File: src/rtl/spi_ring_buffer.sv
// spi_ring_buffer: circular FIFO between the SPI transceiver and the
// processing-unit datapath. Write/read strobes are optionally edge-qualified,
// so a strobe held high for several cycles moves exactly one word. Adds
// occupancy status, sticky overflow/underflow flags and a synchronous flush.
module spi_ring_buffer #(
    parameter int DATA_WIDTH = 8,
    parameter int BUF_SIZE   = 6,
    parameter int ADDR_WIDTH = $clog2(BUF_SIZE),
    parameter int CNT_WIDTH  = $clog2(BUF_SIZE + 1),
    parameter int EDGE_MODE  = 1
) (
    input  logic                  clk,
    input  logic                  rst,
    input  logic                  wr_strobe,
    input  logic [DATA_WIDTH-1:0] data_in,
    input  logic                  rd_strobe,
    output logic [DATA_WIDTH-1:0] data_out,
    input  logic                  flush,
    output logic [CNT_WIDTH-1:0]  count,
    output logic                  empty,
    output logic                  full,
    output logic                  overflow,
    output logic                  underflow
);

    // Depth need not be a power of two, so pointers wrap on an explicit
    // compare against the last index rather than by natural overflow.
    localparam logic [ADDR_WIDTH-1:0] LAST_IDX = ADDR_WIDTH'(BUF_SIZE - 1);
    localparam logic [CNT_WIDTH-1:0]  FULL_CNT = CNT_WIDTH'(BUF_SIZE);

    if (BUF_SIZE < 2) begin : g_bad_size
        $error("spi_ring_buffer: BUF_SIZE must be at least 2");
    end

    // ------------------------------------------------------------------
    // State
    // ------------------------------------------------------------------
    logic [DATA_WIDTH-1:0] mem_q [BUF_SIZE];

    logic [ADDR_WIDTH-1:0] wr_ptr_q,    wr_ptr_d;
    logic [ADDR_WIDTH-1:0] rd_ptr_q,    rd_ptr_d;
    logic [CNT_WIDTH-1:0]  count_q,     count_d;
    logic [DATA_WIDTH-1:0] data_out_q,  data_out_d;
    logic                  overflow_q,  overflow_d;
    logic                  underflow_q, underflow_d;
    logic                  wr_hist_q,   wr_hist_d;
    logic                  rd_hist_q,   rd_hist_d;

    // ------------------------------------------------------------------
    // Qualification / acceptance
    // ------------------------------------------------------------------
    logic wr_pulse;
    logic rd_pulse;
    logic empty_int;
    logic full_int;
    logic rd_acc;
    logic wr_acc;

    function automatic logic [ADDR_WIDTH-1:0] ptr_inc(input logic [ADDR_WIDTH-1:0] p);
        return (p == LAST_IDX) ? '0 : p + 1'b1;
    endfunction

    // Turn raw strobes into single-cycle requests and decide which are taken.
    always_comb begin
        wr_pulse = wr_strobe;
        rd_pulse = rd_strobe;
        if (EDGE_MODE != 0) begin
            wr_pulse = wr_strobe & ~wr_hist_q;
            rd_pulse = rd_strobe & ~rd_hist_q;
        end

        empty_int = (count_q == '0);
        full_int  = (count_q == FULL_CNT);

        // Flush outranks everything; a read never sees a same-cycle write,
        // and a full buffer can still take a write if a read frees a slot.
        rd_acc = rd_pulse & ~empty_int & ~flush;
        wr_acc = wr_pulse & ~flush & (~full_int | rd_acc);
    end

    // ------------------------------------------------------------------
    // Next-state
    // ------------------------------------------------------------------
    // Compute pointers, occupancy, output word, sticky flags and history.
    always_comb begin
        wr_ptr_d    = wr_ptr_q;
        rd_ptr_d    = rd_ptr_q;
        count_d     = count_q;
        data_out_d  = data_out_q;
        overflow_d  = overflow_q;
        underflow_d = underflow_q;

        // History always tracks the raw strobes, flush or not, so a strobe
        // held across a flush does not fire again on release.
        wr_hist_d   = wr_strobe;
        rd_hist_d   = rd_strobe;

        if (flush) begin
            wr_ptr_d    = '0;
            rd_ptr_d    = '0;
            count_d     = '0;
            overflow_d  = 1'b0;
            underflow_d = 1'b0;
        end else begin
            if (wr_acc) begin
                wr_ptr_d = ptr_inc(wr_ptr_q);
            end
            if (rd_acc) begin
                rd_ptr_d   = ptr_inc(rd_ptr_q);
                data_out_d = mem_q[rd_ptr_q];
            end

            case ({wr_acc, rd_acc})
                2'b10:   count_d = count_q + 1'b1;
                2'b01:   count_d = count_q - 1'b1;
                default: count_d = count_q;
            endcase

            if (wr_pulse && !wr_acc) begin
                overflow_d = 1'b1;
            end
            if (rd_pulse && !rd_acc) begin
                underflow_d = 1'b1;
            end
        end
    end

    // ------------------------------------------------------------------
    // Registers
    // ------------------------------------------------------------------
    // Control/status state with asynchronous active-low reset.
    always_ff @(posedge clk or negedge rst) begin
        if (!rst) begin
            wr_ptr_q    <= '0;
            rd_ptr_q    <= '0;
            count_q     <= '0;
            data_out_q  <= '0;
            overflow_q  <= 1'b0;
            underflow_q <= 1'b0;
            wr_hist_q   <= 1'b0;
            rd_hist_q   <= 1'b0;
        end else begin
            wr_ptr_q    <= wr_ptr_d;
            rd_ptr_q    <= rd_ptr_d;
            count_q     <= count_d;
            data_out_q  <= data_out_d;
            overflow_q  <= overflow_d;
            underflow_q <= underflow_d;
            wr_hist_q   <= wr_hist_d;
            rd_hist_q   <= rd_hist_d;
        end
    end

    // Storage array: no reset, only written on an accepted write. A read of
    // the same slot in the same cycle sees the old (oldest) word.
    always_ff @(posedge clk) begin
        if (wr_acc) begin
            mem_q[wr_ptr_q] <= data_in;
        end
    end

    // ------------------------------------------------------------------
    // Outputs
    // ------------------------------------------------------------------
    assign data_out  = data_out_q;
    assign count     = count_q;
    assign empty     = empty_int;
    assign full      = full_int;
    assign overflow  = overflow_q;
    assign underflow = underflow_q;

endmodule
File: config.mk
export PLATFORM = sky130hd
export DESIGN_NAME = spi_ring_buffer
export DESIGN_NICKNAME = d
export VERILOG_FILES = /design/src/rtl/spi_ring_buffer.sv
export SDC_FILE = /design/constraint.sdc
export NUM_CORES = 1
export LEC_CHECK = 0
export BUFFER_PORTS_ARGS = -buffer_cell sky130_fd_sc_hd__clkbuf_2
export CAP_MARGIN = 20
export CORE_UTILIZATION = 62
export DETAILED_ROUTE_END_ITERATION = 6
export PLACE_DENSITY_LB_ADDON = 0.15
export SLEW_MARGIN = 20
export SYNTH_ARGS = -nofsm -noshare
export SYNTH_HDL_FRONTEND = slang
export SYNTH_SLANG_ARGS = --single-unit
File: constraint.sdc
create_clock -name clk -period 6.5 [get_ports clk]
set_input_delay 0.325 -clock clk [delete_from_list [all_inputs] [get_ports clk]]
set_output_delay 0.325 -clock clk [all_outputs]
set_load 0.01 [all_outputs]
### After elaboration in Yosys (flattened, before gate mapping)

Memory sizes are Yosys's and may differ from the RTL's. A register that Yosys moved wholly into a read port is not among the register bits.
Cells that the tools add are included.

| cells by class | value |
|---|---|
| add/subtract/negate cells | 4 |
| equality and inequality tests | 5 |
| mux-type cells | 14 |
| bitwise gates (word level) | 12 |
| reductions and logical operators | 12 |

Operator list:

| cell | count |
|---|---|
| two-way mux 3 bit | 7 |
| adder 3 x 1 -> 3 bit, second input constant | 3 |
| == test 3 bit, second input constant | 3 |
| nonzero test 2 bit | 4 |
| bitwise AND 1 bit | 6 |
| two-way mux 1 bit | 6 |
| case mux 3 bit (2 select lines) | 1 |
| inverter 1 bit | 5 |
| logical NOT 1 bit | 3 |
| logical NOT 3 bit | 1 |
| nonzero test 3 bit | 1 |
| subtractor 3 x 1 -> 3 bit, second input constant | 1 |
| == test 2 x 1 -> 1 bit, second input constant | 1 |
| == test 2 bit, second input constant | 1 |
| logical AND 1 bit | 2 |
| AND reduction 2 bit | 1 |
| bitwise OR 1 bit | 1 |

| storage, ports and cells | value |
|---|---|
| register bits | 13 |
| RAM bits | 48 |
| output and inout port bits | 15 |
| word-level logic and storage cells | 55 |
| memories kept | 1 |

Memory list:

| name | words | bits a word | rd ports | clocked after memory_dff | wr ports | RTL line | RTL |
|---|---|---|---|---|---|---|---|
| mem_q | 6 | 8 | 1 | 1 | 1 | 38 | `logic [DATA_WIDTH-1:0] mem_q [BUF_SIZE];` |

### Depth between registers and ports, before layout

Gate-level depths: netlist of run 1.

| logic depth | value |
|---|---|
| depth in word-level cells | 10 |
| gate-level depth with buffers | 11 |
| depth with buffers taken out | 9 |

### Least setup slack after synthesis of run 1

OpenSTA, ideal clock, no wires.

| path | value |
|---|---|
| kind | register -> register |
| start | register count_q[1] (netlist: count[1]) |
| end | register count_q[2] (netlist: count[2]) |
| library setup time | 94 ps |
| arrival time | 2,378 ps |
| path slack | 4,028 ps |
| stages on the path, launching flop included | 11 |
| path buffers | 2 |
| period minus slack after synthesis | 2,472 ps |
| cell sequence | dfrtp_1 buf_2 nor3_4 nor2_4 nand2_2 buf_4 nor2_1 fa_1 nor4b_1 a211oi_1 a211oi_1 |

| between the ends | value |
|---|---|
| cells in the longest elaborated chain, start to end | 9 |

RTL lines:

| element | RTL line | RTL |
|---|---|---|
| start: declaration | 42 | `logic [CNT_WIDTH-1:0] count_q, count_d;` |
| start signal: assignment | 145 | `count_q <= count_d;` |
| logical NOT 3 bit * | 72 | `empty_int = (count_q == '0);` |
| net empty | 20 | `output logic empty,` |
| inverter 1 bit * | 77 | `rd_acc = rd_pulse & ~empty_int & ~flush;` |
| bitwise AND 1 bit * (2 in series) | 77 |  |
| bitwise OR 1 bit | 78 | `wr_acc = wr_pulse & ~flush & (~full_int \| rd_acc);` |
| bitwise AND 1 bit | 78 |  |
| == test 2 x 1 -> 1 bit or == test 2 bit (tied branches) | 113 | `case ({wr_acc, rd_acc})` |
| case mux 3 bit (2 select lines) | 113 |  |
| two-way mux 3 bit | 98 | `if (flush) begin` |

Mark *: on every way through the listed nets, which the timed path passes. The rest lies on a longest branch.
A chain may end at the register's enable or synchronous reset.

### Worst setup path after layout of run 1

| path | value |
|---|---|
| start | register count_q[1] (netlist: count[1]) |
| end | register count_q[2] (netlist: count[2]) |

| between the ends | value |
|---|---|
| cells in the longest elaborated chain, start to end | 9 |

RTL lines:

| element | RTL line |
|---|---|
| logical NOT 3 bit | 72 |
| inverter 1 bit | 77 |
| bitwise AND 1 bit (2 in series) | 77 |
| bitwise OR 1 bit | 78 |
| bitwise AND 1 bit | 78 |
| == test 2 x 1 -> 1 bit or == test 2 bit (tied branches) | 113 |
| case mux 3 bit (2 select lines) | 113 |
| two-way mux 3 bit | 98 |

Parallel ways exist; a longest one is shown, timed or not.

==> impl_metrics.tcl, run 1 <==
set metrics [dict create \
    status "finished with violations" \
    violations "design-rule violations" \
    cts.htree.levels 3 \
    max_freq_mhz 374 \
    fill_cells 286 \
    ys_seq_area_share_pct 67.2 \
    grt_pass1_vias 1719 \
    critPathLaunchType "register" \
    netlist_area_mm2 0.00293 \
    vdd_drop_max_v 0.000204 \
    drt-pass1-iter-count 7 \
    port_buffers 27 \
    cts.sinks 69 \
    dominantRegCellSynth "edfxtp_1" \
    end_kind "register" \
    netlist_instances 215 \
    crit_required_ns 6.75 \
    start_util_pct 65.9 \
    area_growth_pct 12.4 \
    slew_headroom_pct 33.7 \
    dieArea_mm2 0.00500 \
    ys_ff_latch 69 \
    finalNetCount 255 \
    wl_per_cell_um 17.8 \
    worst_pin_slew_ns 0.994 \
    rsz0062_at_grt "no" \
    multi_input_area_um2 896 \
    fin_crit_ns 2.68 \
    synth_warnings 0 \
    setup_tns_ns 0 \
    diodes 0 \
    async_reset_ff_share_pct 30.4 \
    dpl_cell_area_mm2 0.00306 \
    p_leak_uw 0.00122 \
    fp.dieW_um 70.7 \
    cp.arrival_ns 2.93 \
    cts_inserted_buffers 9 \
    num_vias 1768 \
    drive_gt1_share_pct 22.4 \
    cts_root_buf "clkbuf_8" \
    cp_max_fo 17 \
    grt_antenna_before_repair 0 \
    dieHeight_um 70.7 \
    maxCapViolCount 0 \
    worst_path_max_delay_cell "dfrtp_1" \
    seqCellArea_mm2 0.00197 \
    fin_util_pct 74.0 \
    routed_wl_um 5290 \
    drc 12 \
    setup_slack_ns 3.82 \
    synth_edf_count 48 \
    cp_common_cell "a211oi_1" \
    cts_tree "done" \
    grt_start_max_net_pins 22 \
    power.density_mw_per_mm2 301 \
    grt_pass1_wl_um 8310 \
    dpl.hpwl_um 3480 \
    core_area_mm2 0.00444 \
    syn_nets 229 \
    avgSynthCellArea_um2 13.6 \
    setup_viol 0 \
    path_cells "nor3_4, nor2_4, nand2_2, nor2_1, fa_1, nor4b_1, a211oi_1, a211oi_1" \
    pin_count 28 \
    grtUsageTotal_pct 23.4 \
    clk_latency_ns 0.35 \
    row_count 24 \
    clk_path_buf_depth 2 \
    slowest_delay_ns 0.52 \
    grt-ovfl-total 0 \
    stdcell_area_mm2 0.00329 \
    antenna_left 0 \
    place_ws_ns 3.86 \
    drtIter0Drc 182 \
    fin_crit_sh_pct 41.2 \
    drv_slew 0 \
    final_common_cell "edfxtp_1" \
    clkTransAtPathRegs_ns 0.07 \
    hold_viol_final 0 \
    layout_common_cells "edfxtp_1 (48), nand2_1 (32), clkbuf_2 (27)" \
    cts.repair.resized 0 \
    path_class "register to register" \
    viasPerCell 5.93 \
    finalPower_uw 992 \
    routabilityCongestion 0.804 \
    finClkSkew_ns 0.0103 \
    ys_types 44 \
    holdCritPathClass "input pin to register" \
]
[critical path, delay by kind of cell, from the launching register on]
family,cells,cell delay [ns]
simple gates,5,1.29
flops,1,0.52
fa+ha+maj,1,0.44
compound gates,2,0.34
[stage by stage]
step	cells	hold slack [ns]
2_1_floorplan	215	0.0294
3_3_place_gp	281	0.299
3_5_place_dp	281	0.328
4_1_cts	298	0.107
5_1_grt	298	0.118
6_report	298	0.118
[synth_stat cells (all sizes together), types with 3 or more instances]
cell type,count,area (um2)
clkbuf,3,11.3
edfxtp,48,1440
o21ai,11,55.1
dfrtp,21,526
a22oi,8,60.1
buf,10,60.1
mux2i,25,250
nor3,3,31.3
nand2b,3,18.8
nor2,14,62.6
a21oi,7,50.1
nand2,35,139
[metal layers]
| metal | GRT usage [%] | routed length (um) | vias to the layer above |
|---|---|---|---|
| met2 | 36.0 | 2520 | 58 |
| met5 | 0 | 0 | - |
| met4 | 13.1 | 125 | 0 |
| li1 | - | - | 843 |
| met1 | 31.3 | 2430 | 854 |
| met3 | 5.27 | 214 | 13 |
[flip-flops by register name, summed over array words and instances (netlist names)]
signal,cells
data_out,8
rd_hist_q,1
overflow,1
underflow,1
count,3
wr_ptr_q,3
mem_q,48
rd_ptr_q,3
wr_hist_q,1
[where the power goes]
part           switching [uW]  leakage (uW)  internal, uW
combinational            58.5      0.000402          41.1
clock                     159      0.000107           216
sequential               20.0      0.000707           497
[cells by family (layout without fill, tap and decap cells)]
group | Yosys count | in the layout | synth area share, %
xor+xnor | 2 | 2 | 0.598
buf+inv | 14 | 45 | 2.56
mux | 25 | 25 | 8.55
compound gates | 36 | 36 | 8.33
fa+ha+maj | 1 | 1 | 0.684
flops | 69 | 69 | 67.2
simple gates | 68 | 68 | 12.1
[repair_timing]
action                                 CTS  global route
endpoints found under the hold margin   21             0
setup buffers                            0             0
hold buffers                             1             0
[final cells by class]
cell class | instances | share of cell area, %
sequential | 69 | 59.8
timing repair buffer | 28 | 4.41
multi-input combinational | 132 | 27.2
clock buffer | 10 | 3.88
clock inverter | 6 | 2.62
tap | 52 | 1.98
inverter | 1 | 0.114
[path summary, 6_finish.rpt]
path,depth (start not counted),to,slack (ns),startpoint
max in group asynchronous,2,wr_ptr_q[0],5.66,rst
max reg2reg,8,count[2],3.82,count[1]
min in group asynchronous,2,data_out[6],0.48,rst
min,1,rd_hist_q,0.12,rd_strobe
min reg2reg,2,data_out[4],0.49,data_out[4]
max,8,count[2],3.82,count[1]
Note: power is estimated with default switching activity, not from simulation.
==> run 2: changes to the inputs <==
- CORE_UTILIZATION: 62 -> 52
- clock period: 6.5 -> 2.3 ns (I/O delays scaled with it)
==> impl_metrics.tcl, run 2 (same netlist as run 1, synthesis figures left out) <==
set metrics [dict create \
    status "finished clean" \
    num_vias 1829 \
    fin_util_pct 65.7 \
    end_kind "register" \
    grt_util_met1_pct 28.1 \
    cts_root_buf "clkbuf_8" \
    finalNetCount 277 \
    port_buffers 27 \
    crit_required_ns 2.35 \
    drtIter0Drc 141 \
    p_sw_uw 653 \
    start_util_pct 55.6 \
    grt_start_max_net_pins 22 \
    fin_crit_ns 2.05 \
    area_growth_pct 18.3 \
    slew_headroom_pct 36.5 \
    fp.dieW_um 77.0 \
    largest_register_ffs 48 \
    fin_hold_ws_ns 0.0274 \
    rsz0062_at_grt "no" \
    routabilityCongestion 0.843 \
    cts.sinks 69 \
    worst_pin_slew_ns 0.953 \
    drv_slew 0 \
    fin_crit_sh_pct 89.2 \
    met3_usage_pct 5.71 \
    path_cells "dlygate4sd3_1, clkbuf_2, or3b_1, a21oi_4, nand2_1, nor3b_1, buf_4" \
    max_freq_mhz 487 \
    antenna_left 0 \
    drive_gt1_share_pct 26.9 \
    grt_pass1_vias 1690 \
    cp_max_fo 6 \
    internal_power_uw 2070 \
    drt-pass1-iter-count 4 \
    diodes 0 \
    grt-ovfl-total 0 \
    critPathLaunchType "input pin" \
    busiest_layer "met2" \
    hold_viol_final 0 \
    setup_viol 0 \
    pin_count 28 \
    grt_pass1_wl_um 8600 \
    clkPwrFrac_pct 35.3 \
    cts.htree.levels 3 \
    cts_setup_buffers 0 \
    path_class "input pin to register" \
    layout_common_cells "edfxtp_1 (48), nand2_1 (32), clkbuf_2 (27)" \
    row_count 26 \
    cp.arrival_ns 2.10 \
    p_comb_share_pct 11.4 \
    setup_tns_ns 0 \
    clk_path_buf_depth 2 \
    crit_family "simple AND/OR/NAND/NOR gates" \
    worst-path-buf-inv 3 \
    clkTransAtPathRegs_ns 0.07 \
    power.density_mw_per_mm2 785 \
    hold_buffers 3 \
    wl_per_cell_um 16.1 \
    dpl.hpwl_um 3800 \
    holdCritPathClass "input pin to register" \
    viasPerCell 5.41 \
    grtUsageMet2_pct 29.5 \
    clk_latency_ns 0.34 \
    core_area_mm2 0.00527 \
    slowest_delay_ns 0.52 \
    cts_tree "done" \
    maxCapViolCount 0 \
    vdd_drop_max_v 0.000526 \
    grt_antenna_before_repair 0 \
    grtUsageTotal_pct 19.9 \
    place_inst 319 \
    pwr-share-seq_pct 53.3 \
    routed_wl_um 5430 \
    final_common_cell "edfxtp_1" \
    dieArea_mm2 0.00593 \
    cts.repair.resized 0 \
    dieHeight_um 77.0 \
    p_leak_uw 0.00132 \
    finClkSkew_ns 0.00631 \
    regMostFlops "mem_q" \
    final_cells 338 \
    p_sw_share_pct 24.0 \
    worst_path_max_delay_cell "dlygate4sd3_1" \
    cts_inserted_buffers 9 \
    drc 0 \
]
==> run 2: cell type report <==
| type | count | area (um2) |
|---|---|---|
| Tap cell | 70 | 87.6 |
| Clock buffer | 12 | 145 |
| Inverter | 1 | 3.75 |
| Timing Repair Buffer | 50 | 315 |
| Fill cell | 436 | 1810 |
| Clock inverter | 4 | 47.5 |
| Sequential cell | 69 | 1970 |
| Multi-Input combinational cell | 132 | 897 |
==> run 2: metal layers <==
metal / vias up / routed length [um]
li1: 886 / -
met1: 876 / 2600
met2: 58 / 2500
met3: 9 / 265
met4: 0 / 65
met5: - / 0
==> run 2: worst paths after layout <==
check                             from  cells after the start  slack, ns          end
hold / removal              data_in[7]                      1       0.03  mem_q[0][7]
setup / recovery             wr_strobe                      7       0.25  mem_q[5][1]
hold reg to reg            data_out[3]                      2       0.49  data_out[3]
max in group asynchronous          rst                      2       1.64  data_out[0]
setup reg to reg              count[1]                      9       0.27     count[1]
min in group asynchronous          rst                      2       0.29     count[2]
==> run 2: power groups by stage <==
stage	registers (uW)	logic [uW]	clock network [uW]
2_1_floorplan	1500	151	0
3_3_place_gp	1470	303	0
3_5_place_dp	1480	310	0
4_1_cts	1450	315	977
5_1_grt	1460	349	1020
6_report	1450	311	960
==> run 2: per-stage QoR <==
stage	total power, uW	worst slack [ns]	area (um2)
final	2720	0.249	3460
after global routing	2830	0.0756	3460
after CTS	2740	0.256	3460
after detailed placement	1790	0.300	3240
after global placement	1780	0.271	3240
after floorplan	1650	0.00881	2940
==> run 3: changes to the inputs <==
- BUFFER_PORTS_ARGS: -buffer_cell sky130_fd_sc_hd__clkbuf_2 -> -buffer_cell sky130_fd_sc_hd__buf_4
==> impl_metrics.tcl, run 3 (same netlist as run 1, synthesis figures left out) <==
set metrics [dict create \
    start_util_pct 55.6 \
    hold_buffers 11 \
    min-delay-start "flush" \
    cts.sinks 69 \
    regMostFlops "mem_q" \
    vdd_drop_max_v 0.000627 \
    top_layer_used "met4" \
    largest_register_ffs 48 \
    worst_pin_slew_ns 0.956 \
    slew_headroom_pct 36.2 \
    setup_viol 0 \
    pwr-share-seq_pct 50.7 \
    rsz0062_at_grt "no" \
    routabilityCongestion 0.798 \
    clkPwrFrac_pct 36.7 \
    cts.htree.levels 3 \
    max_freq_mhz 487 \
    fin_hold_ws_ns 0.0396 \
    viasPerCell 5.41 \
    status "finished clean" \
    hold_depth 2 \
    dpl.hpwl_um 3650 \
    routed_wl_um 5700 \
    met3_length_um 275 \
    core_area_mm2 0.00527 \
    pin_count 28 \
    p_leak_uw 0.00136 \
    multi_input_area_um2 897 \
    hold_path_end "rd_ptr_q[1]" \
    end_kind "register" \
    place_ws_ns 0.273 \
    rr_endpoint "count[2]" \
    clkTransAtPathRegs_ns 0.07 \
    diodes 0 \
    antenna_left 0 \
    grt_pass1_wl_um 9270 \
    maxCapViolCount 0 \
    area_growth_pct 22.6 \
    num_vias 1846 \
    finalPower_uw 2860 \
    hold_viol_final 0 \
    cts.repair.resized 0 \
    seqCellArea_mm2 0.00197 \
    fill_cells 422 \
    p_comb_share_pct 12.6 \
    drc 0 \
    r2r_start "count[0]" \
    met1_length_um 2520 \
    drtIter0Drc 148 \
    cp_max_fo 5 \
    clk_latency_ns 0.34 \
    final_common_cell "edfxtp_1" \
    grt_pass1_vias 1823 \
    crit_required_ns 2.55 \
    row_count 26 \
    cts_root_buf "clkbuf_8" \
    grt_start_max_net_pins 22 \
    wl_per_cell_um 16.7 \
    setup_tns_ns 0 \
    power.density_mw_per_mm2 797 \
    fp.dieW_um 77.0 \
    dieHeight_um 77.0 \
    cts_tree "done" \
    reg2regPathDepth 8 \
    grt_antenna_before_repair 0 \
    cts_inserted_buffers 9 \
    internal_power_uw 2190 \
    finClkSkew_ns 0.00686 \
    critPathLaunchType "register" \
    port_buffers 27 \
    drt-pass1-iter-count 4 \
    grtUsageTotal_pct 21.5 \
    drv_slew 0 \
    p_sw_share_pct 23.4 \
    cp.arrival_ns 2.30 \
    fin_crit_ns 2.05 \
    path_class "register to register" \
    dieArea_mm2 0.00593 \
    grt-ovfl-total 0 \
    cts_setup_buffers 0 \
    layout_common_cells "edfxtp_1 (48), buf_4 (42), nand2_1 (32)" \
    holdCritPathClass "input pin to register" \
    rrSetupSlack_ns 0.25 \
    drive_gt1_share_pct 24.7 \
    finalNetCount 280 \
    setup_slack_ns 0.245 \
    fin_crit_sh_pct 89.3 \
    wl_met2_um 2810 \
    clk_path_buf_depth 2 \
    p_sw_uw 669 \
]
-- run 3: changes by cell type in the layout (fill, tap and decap cells not counted) --
cell	change
bufinv_16	+1
clkbuf_2	-27
buf_4	+22
dlygate4sd3_1	+8
clkbuf_8	-1
-- run 3: worst max-delay path, cell delays in order (launching register included) --
cell and delay [ns]:
dfrtp_1 0.41, nor3_4 0.33, nor2_4 0.11, nand2_4 0.07
nor2_1 0.05, fa_1 0.41, nor4b_2 0.28, a211oi_1 0.09
a211oi_1 0.20
-- run 3: cell type report --
type,instances,area share [%]
clock buffers,11,3.66
clock inverters,5,2.16
inverters,1,0.105
multi-input cells,132,25.0
flip-flops and latches,69,54.8
well taps,70,2.44
repair buffers,53,11.9
-- run 3: worst max path at each step --
| stage | from | to | slack [ns] | depth (start not counted) |
|---|---|---|---|---|
| floorplan | count[2] | count[2] | 0.009 | 10 |
| global placement | wr_hist_q | mem_q[3][7] | 0.32 | 4 |
| detailed placement | count[0] | count[2] | 0.27 | 8 |
| CTS | count[0] | count[2] | 0.25 | 8 |
| global route | count[0] | count[2] | 0.05 | 8 |
| finish | count[0] | count[2] | 0.25 | 8 |
-- run 3: through the flow --
step,util (%),area [um2],instances
after floorplan,-,2940,215
after global placement,62.1,3270,314
after detailed placement,62.1,3270,314
after CTS,68.1,3590,341
after global routing,68.1,3590,341
final,68.1,3590,341
-- run 3: power groups by stage --
stage / Sequential, uW / Combinational [uW] / Clock, uW
global placement: 1470 / 337 / 0
floorplan: 1500 / 151 / 0
CTS: 1450 / 364 / 1060
detailed placement: 1480 / 347 / 0
global route: 1460 / 397 / 1120
finish: 1450 / 360 / 1050
-- run 3: routing by layer --
layer	track usage [%]	vias up
li1	-	888
met1	27.9	895
met2	34.2	55
met3	5.83	8
met4	8.87	0
met5	0	-
